[config.mk]
export PLATFORM = sky130hd
export DESIGN_NAME = aes_v2_sub_size_flat
export DESIGN_NICKNAME = d
export VERILOG_FILES = /design/src/rtl/aes_v2_sub_size_pkg.sv /design/src/rtl/aes_v2_sub_size_if.sv /design/src/rtl/aes_sbox.sv /design/src/rtl/aes_v2_sub_size.sv /design/src/flat_wrapper.sv
export SDC_FILE = /design/constraint.sdc
export NUM_CORES = 1
export LEC_CHECK = 0
export BUFFER_PORTS_ARGS = -buffer_cell sky130_fd_sc_hd__buf_2
export CAP_MARGIN = 20
export CORE_ASPECT_RATIO = 1.5
export CORE_MARGIN = 2
export CORE_UTILIZATION = 50
export DETAILED_ROUTE_END_ITERATION = 12
export PLACE_DENSITY = 0.67
export SETUP_SLACK_MARGIN = 0.02
export SKIP_LAST_GASP = 1
export SYNTH_ARGS = -nofsm -noshare
export SYNTH_HDL_FRONTEND = slang
export SYNTH_HIERARCHICAL = 1
export SYNTH_SLANG_ARGS = --single-unit
export TNS_END_PERCENT = 1
[constraint.sdc]
create_clock -name g_clk -period 43.9 [get_ports g_clk]
set_clock_uncertainty 0.15 [all_clocks]
set_input_delay 8.78 -clock g_clk [delete_from_list [all_inputs] [get_ports g_clk]]
set_output_delay 8.78 -clock g_clk [all_outputs]
set_load 0.01 [all_outputs]
[src/rtl/aes_v2_sub_size_pkg.sv]
// Shared lane-select and result-permutation definitions for the AES v2 SubBytes units.
// Both sub variants take their byte mappings from here so the two cannot drift apart.
package aes_v2_sub_size_pkg;

    // Bit k is set when lane k is taken from rs2 rather than rs1; lane k always uses byte k.
    localparam logic [3:0] LANE_FROM_RS2 = 4'b1010;

    // Per result byte (byte3..byte0), the index of the sbox lane placed there.
    localparam logic [7:0] PERM_PLAIN = {2'd3, 2'd2, 2'd1, 2'd0};
    localparam logic [7:0] PERM_ROT   = {2'd2, 2'd1, 2'd0, 2'd3};

    function automatic logic [7:0] get_byte(input logic [31:0] word, input logic [1:0] idx);
        return word[{idx, 3'b000} +: 8];
    endfunction

    function automatic logic [31:0] permute(input logic [31:0] lanes, input logic [7:0] perm);
        logic [31:0] r;
        r = '0;
        for (int j = 0; j < 4; j++) begin
            r[j*8 +: 8] = get_byte(lanes, perm[j*2 +: 2]);
        end
        return r;
    endfunction

endpackage

[src/rtl/aes_v2_sub_size_if.sv]
// Valid/ready instruction interface between the core's crypto unit and the SubBytes engine.
interface aes_v2_sub_size_if;
    logic        valid;
    logic [31:0] rs1;
    logic [31:0] rs2;
    logic        enc;
    logic        rot;
    logic        ready;
    logic [31:0] rd;

    modport master (output valid, rs1, rs2, enc, rot, input  ready, rd);
    modport slave  (input  valid, rs1, rs2, enc, rot, output ready, rd);
endinterface

[src/rtl/aes_sbox.sv]
// Combinational AES S-box, forward or inverse, built around a single GF(2^8) inverter.
module aes_sbox (
    input  logic [7:0] in_byte,
    input  logic       inv,
    output logic [7:0] out_byte
);

    function automatic logic [7:0] xtime(input logic [7:0] a);
        return {a[6:0], 1'b0} ^ (a[7] ? 8'h1b : 8'h00);
    endfunction

    function automatic logic [7:0] gf_mul(input logic [7:0] a, input logic [7:0] b);
        logic [7:0] p;
        logic [7:0] x;
        p = 8'h00;
        x = a;
        for (int i = 0; i < 8; i++) begin
            if (b[i]) p = p ^ x;
            x = xtime(x);
        end
        return p;
    endfunction

    // a^254 == a^-1 in GF(2^8), and maps 0 to 0 as the S-box needs.
    function automatic logic [7:0] gf_inv(input logic [7:0] a);
        logic [7:0] sq;
        logic [7:0] r;
        sq = a;
        r  = 8'h01;
        for (int i = 1; i < 8; i++) begin
            sq = gf_mul(sq, sq);
            r  = gf_mul(r, sq);
        end
        return r;
    endfunction

    function automatic logic [7:0] fwd_affine(input logic [7:0] a);
        return a ^ {a[6:0], a[7]} ^ {a[5:0], a[7:6]} ^ {a[4:0], a[7:5]} ^ {a[3:0], a[7:4]} ^ 8'h63;
    endfunction

    function automatic logic [7:0] inv_affine(input logic [7:0] s);
        return {s[6:0], s[7]} ^ {s[4:0], s[7:5]} ^ {s[1:0], s[7:2]} ^ 8'h05;
    endfunction

    logic [7:0] inv_in;
    logic [7:0] inv_out;

    always_comb begin
        inv_in   = inv ? inv_affine(in_byte) : in_byte;
        inv_out  = gf_inv(inv_in);
        out_byte = inv ? inv_out : fwd_affine(inv_out);
    end

endmodule

[src/rtl/aes_v2_sub_size.sv]
// Area-optimised AES v2 SubBytes/InvSubBytes: one shared sbox, one byte lane per cycle, 4-cycle latency.
// Define AES_V2_SUB_SIZE_LATCH_EN to capture operands at issue so valid may drop after the first cycle.
module aes_v2_sub_size
    import aes_v2_sub_size_pkg::*;
#(
    parameter bit CLEAR_RESULT = 1'b1
) (
    input  logic                   g_clk,
    input  logic                   g_resetn,
    aes_v2_sub_size_if.slave       bus
);

    // state    | meaning
    // ST_IDLE  | waiting for valid; lane 0 computed in the issue cycle
    // ST_LANE1 | lane 1 into res[15:8]
    // ST_LANE2 | lane 2 into res[23:16]
    // ST_OUT   | lane 3 combinational, ready pulses, result assembled
    localparam logic [1:0] ST_IDLE  = 2'd0;
    localparam logic [1:0] ST_LANE1 = 2'd1;
    localparam logic [1:0] ST_LANE2 = 2'd2;
    localparam logic [1:0] ST_OUT   = 2'd3;

    logic [1:0]  cnt_q, cnt_d;
    logic [23:0] res_q, res_d;
    logic [31:0] op_rs1, op_rs2;
    logic        op_enc, op_rot;
    logic [7:0]  sbox_in, sbox_out;
    logic        ready_raw, ready_o;

`ifdef AES_V2_SUB_SIZE_LATCH_EN
    logic [31:0] rs1_q, rs1_d, rs2_q, rs2_d;
    logic        enc_q, enc_d, rot_q, rot_d;

    // Lane 0 runs off the live inputs; later lanes use the copy taken at issue.
    always_comb begin
        rs1_d = rs1_q;
        rs2_d = rs2_q;
        enc_d = enc_q;
        rot_d = rot_q;
        if (cnt_q == ST_IDLE && bus.valid) begin
            rs1_d = bus.rs1;
            rs2_d = bus.rs2;
            enc_d = bus.enc;
            rot_d = bus.rot;
        end
        op_rs1 = (cnt_q == ST_IDLE) ? bus.rs1 : rs1_q;
        op_rs2 = (cnt_q == ST_IDLE) ? bus.rs2 : rs2_q;
        op_enc = (cnt_q == ST_IDLE) ? bus.enc : enc_q;
        op_rot = (cnt_q == ST_IDLE) ? bus.rot : rot_q;
    end

    always_ff @(posedge g_clk) begin
        if (!g_resetn) begin
            rs1_q <= '0;
            rs2_q <= '0;
            enc_q <= 1'b0;
            rot_q <= 1'b0;
        end else begin
            rs1_q <= rs1_d;
            rs2_q <= rs2_d;
            enc_q <= enc_d;
            rot_q <= rot_d;
        end
    end
`else
    assign op_rs1 = bus.rs1;
    assign op_rs2 = bus.rs2;
    assign op_enc = bus.enc;
    assign op_rot = bus.rot;
`endif

    assign sbox_in = get_byte(LANE_FROM_RS2[cnt_q] ? op_rs2 : op_rs1, cnt_q);

    aes_sbox u_sbox (
        .in_byte  (sbox_in),
        .inv      (~op_enc),
        .out_byte (sbox_out)
    );

    always_comb begin
        cnt_d     = cnt_q;
        res_d     = res_q;
        ready_raw = 1'b0;
        case (cnt_q)
            ST_IDLE: begin
                if (bus.valid) begin
                    res_d[7:0] = sbox_out;
                    cnt_d      = ST_LANE1;
                end
            end
            ST_LANE1: begin
                res_d[15:8] = sbox_out;
                cnt_d       = ST_LANE2;
            end
            ST_LANE2: begin
                res_d[23:16] = sbox_out;
                cnt_d        = ST_OUT;
            end
            default: begin
                ready_raw = 1'b1;
                cnt_d     = ST_IDLE;
                if (CLEAR_RESULT) res_d = '0;
            end
        endcase
`ifndef AES_V2_SUB_SIZE_LATCH_EN
        // Without operand capture, losing valid mid-operation abandons it.
        if (cnt_q != ST_IDLE && !bus.valid) begin
            cnt_d     = ST_IDLE;
            res_d     = '0;
            ready_raw = 1'b0;
        end
`endif
    end

    always_ff @(posedge g_clk) begin
        if (!g_resetn) begin
            cnt_q <= ST_IDLE;
            res_q <= '0;
        end else begin
            cnt_q <= cnt_d;
            res_q <= res_d;
        end
    end

    assign ready_o   = ready_raw & g_resetn;
    assign bus.ready = ready_o;
    assign bus.rd    = ready_o ? permute({sbox_out, res_q}, op_rot ? PERM_ROT : PERM_PLAIN) : 32'h0;

endmodule

[src/flat_wrapper.sv]
// flat-port wrapper written by rule: the top's interface ports become plain ports
module aes_v2_sub_size_flat import aes_v2_sub_size_pkg::*;
#(
    parameter bit CLEAR_RESULT = 1'b1
)
  (g_clk, g_resetn, bus_valid, bus_rs1, bus_rs2, bus_enc, bus_rot, bus_ready, bus_rd);
  aes_v2_sub_size_if bus_i ();
  input  logic g_clk;
  input  logic g_resetn;
  input wire logic [$bits(bus_i.valid)-1:0] bus_valid;
  input wire logic [$bits(bus_i.rs1)-1:0] bus_rs1;
  input wire logic [$bits(bus_i.rs2)-1:0] bus_rs2;
  input wire logic [$bits(bus_i.enc)-1:0] bus_enc;
  input wire logic [$bits(bus_i.rot)-1:0] bus_rot;
  output wire logic [$bits(bus_i.ready)-1:0] bus_ready;
  output wire logic [$bits(bus_i.rd)-1:0] bus_rd;
  assign bus_i.valid = bus_valid;
  assign bus_i.rs1 = bus_rs1;
  assign bus_i.rs2 = bus_rs2;
  assign bus_i.enc = bus_enc;
  assign bus_i.rot = bus_rot;
  assign bus_ready = bus_i.ready;
  assign bus_rd = bus_i.rd;
  aes_v2_sub_size #(.CLEAR_RESULT(CLEAR_RESULT)) u_core (.g_clk(g_clk), .g_resetn(g_resetn), .bus(bus_i));
endmodule
==> impl_metrics.yaml <==
placed_design:
  dp_hpwl_mm: 37.8
  io_buffers: 69
  place_congestion: 0.898
  dp.cells: 2778
detailed_routing:
  firstDrtPassIters: 6
  drtAntennaViolNets: 0
  num_vias: 17000
  wl_per_cell_um: 18.1
  drtIter0Drc: 1225
  drc_errors: 0
  via_per_inst: 6.11
  drt_wl_total_mm: 50.5
synth:
  async_flop_share: 0
  synth.largest_area_cell: "xnor2_1"
  ys_seq_elements: 26
  netlist_instances: 2334
  yosysWarnings: 6
  synthesis.nets: 2415
  synthFlopType: "dfxtp_1"
  seq_area_frac_synth: 0.0288
  synth_edf_count: 0
  synth_most_common_cell: "xnor2_1"
  yosys-top-cells-area: "xnor2_1 (16%), xnor3_1 (9.3%), nor2_1 (6.5%)"
  synth_area_per_cell_um2: 7.75
  ys_types: 114
  synthTopCellsByCount: "xnor2_1 (333), nor2_1 (315), nand2_1 (237), a21oi_1 (126), xor2_1 (122)"
  syn_area_um2: 18100
  synth_top_area_share: 0.161
clocking:
  root_buffer: "clkbuf_16"
  path_clk_slew_ps: 70
  clk_latency_ps: 260
  cts_setup_buffers: 0
  htree_levels: 1
  ctsResizeCount: 0
  cts_sinks: 26
  cts_tree: "yes"
  cts_buffer_depth: 2
  numCtsBuffers: 3
  holdBufCountCts: 0
global_route:
  grt.overflow.total: 0
  first_global_vias: 16500
  groute.usage.overall: 0.258
  grt_pass1_wl_mm: 83.0
  antenna_found_initial: 0
  grt_max_degree: 40
hold_path:
  hp-class: "flip-flop to flip-flop"
sta:
  setup_violations: 0
  worst_pin_slew_ps: 1080
  setup_tns_ps: 0
  drv_slew: 0
  layout_min_cycle_time_ps: 37520
  rsz0062_at_grt: "no"
  hold_violations: 0
  finalCritPeriodShare: 0.855
  max_freq_mhz: 26.7
  slew_headroom: 0.276
layout:
  antenna_cells: 0
  final_layout_size_suffix_gt1_frac: 0.133
  fin_cells: 2784
  fillers: 3437
  fin_nets: 2388
  syn_to_final_growth_pct: 4.78
critical_path:
  cp_slowest_stage_delay_ps: 810
  crit_arrival_ps: 28590
  worstPathMaxFanout: 28
  path_class: "input port to output port"
  critPathMostFrequentCell: "xnor2_1"
  worst_setup_path_start_kind: "input port"
  crit_slowest_cell: "xnor3_1"
  cp-end-kind: "output port"
  cp.required_ps: 34970
die:
  core_um2: 35700
  die_area_um2: 37700
  die_w_um: 159
  die_h_um: 237
  row_count: 85
  start_util: 0.506
  num_io_pins: 102
job:
  maxCapViolCount: 0
status:
  status: "completed"
==> final timing paths <==
kind | cells after the start | endpoint | slack (ps) | startpoint
setup / recovery | 67 | bus_rd[30] | 6380 | bus_rs2[30]
hold / removal | 2 | u_core/res_q[2] | 330 | u_core/res_q[2]
setup reg to reg | 65 | u_core/res_q[23] | 23200 | u_core/cnt_q[0]
hold reg to reg | 2 | u_core/res_q[2] | 330 | u_core/res_q[2]
==> state kept, by name, summed over array words and instances, names as in the netlist <==
| name | count |
|---|---|
| u_core/cnt_q | 2 |
| u_core/res_q | 24 |
==> metal layers <==
layer,share of wire,GRT usage,up-vias
li1,-,-,8181
met1,0.39,0.300,8090
met2,0.52,0.492,610
met3,0.048,0.0119,134
met4,0.035,0.102,0
met5,0,0,-
==> cell type report <==
| type | instances | area, um2 | share of cell area |
|---|---|---|---|
| clock inverters | 1 | 30.0 | 0.00158 |
| inverters | 26 | 97.6 | 0.00515 |
| flip-flops and latches | 26 | 520 | 0.0275 |
| multi-input cells | 2114 | 16800 | 0.885 |
| repair buffers | 136 | 856 | 0.0452 |
| well taps | 478 | 598 | 0.0316 |
| clock buffers | 3 | 75.1 | 0.00396 |
==> cell usage in the layout (no fill, tap or decap), types with 11 or more instances in the layout <==
cell type	synthesis	final
buf_2	51	69
o211ai_1	17	17
nor2_1	315	315
o21ai_1	13	13
or3_1	13	13
ha_1	12	12
a31oi_1	22	22
xor2_1	122	118
nand3_1	62	62
a21oi_1	126	126
xor3_1	25	25
mux2i_1	101	101
inv_1	21	21
nand2_1	237	237
o31ai_1	20	20
dfxtp_1	26	26
mux2_2	18	18
o22ai_1	38	38
a211oi_1	20	20
xnor2_2	39	47
and2_1	27	27
xor2_2	9	13
xnor2_4	14	14
nor2b_1	13	13
and3_1	14	14
nor4_1	16	16
buf_4	16	66
a22oi_1	20	20
nor3_1	59	59
nand2b_1	21	21
o21ai_0	68	68
o221ai_1	11	11
xnor2_1	333	325
xnor3_1	75	75
==> worst max-delay path: cells and delay by family <==
| kind | cells | cell delay [ps] |
|---|---|---|
| fa+ha+maj | 4 | 1630 |
| compound gates | 16 | 4760 |
| simple gates | 12 | 2890 |
| buf+inv | 9 | 1840 |
| xor+xnor | 18 | 6310 |
| mux | 8 | 2310 |
==> cells by family after synthesis <==
| group | share of synthesized area |
|---|---|
| flip-flops | 0.0288 |
| multiplexers | 0.0871 |
| AO/OA/AOI/OAI | 0.192 |
| AND/OR/NAND/NOR | 0.210 |
| XOR/XNOR | 0.425 |
| adder cells (fa/ha/maj) | 0.00830 |
| buffers and inverters | 0.0488 |
==> stage by stage <==
step / cell area, um2 / setup WS, ps / utilization / hold WS [ps]
final: 19000 / 6380 / 0.530 / 331
after global routing: 19000 / 5180 / 0.530 / 355
after CTS: 18900 / 6610 / 0.530 / 333
after detailed placement: 18800 / 6700 / 0.527 / 326
after global placement: 18800 / 7170 / 0.527 / 318
after floorplan: 18100 / 9160 / - / 308
Power is left out: the tool's default activity adds up to more than one toggle a clock period on the data nets, which glitch-free logic cannot reach.
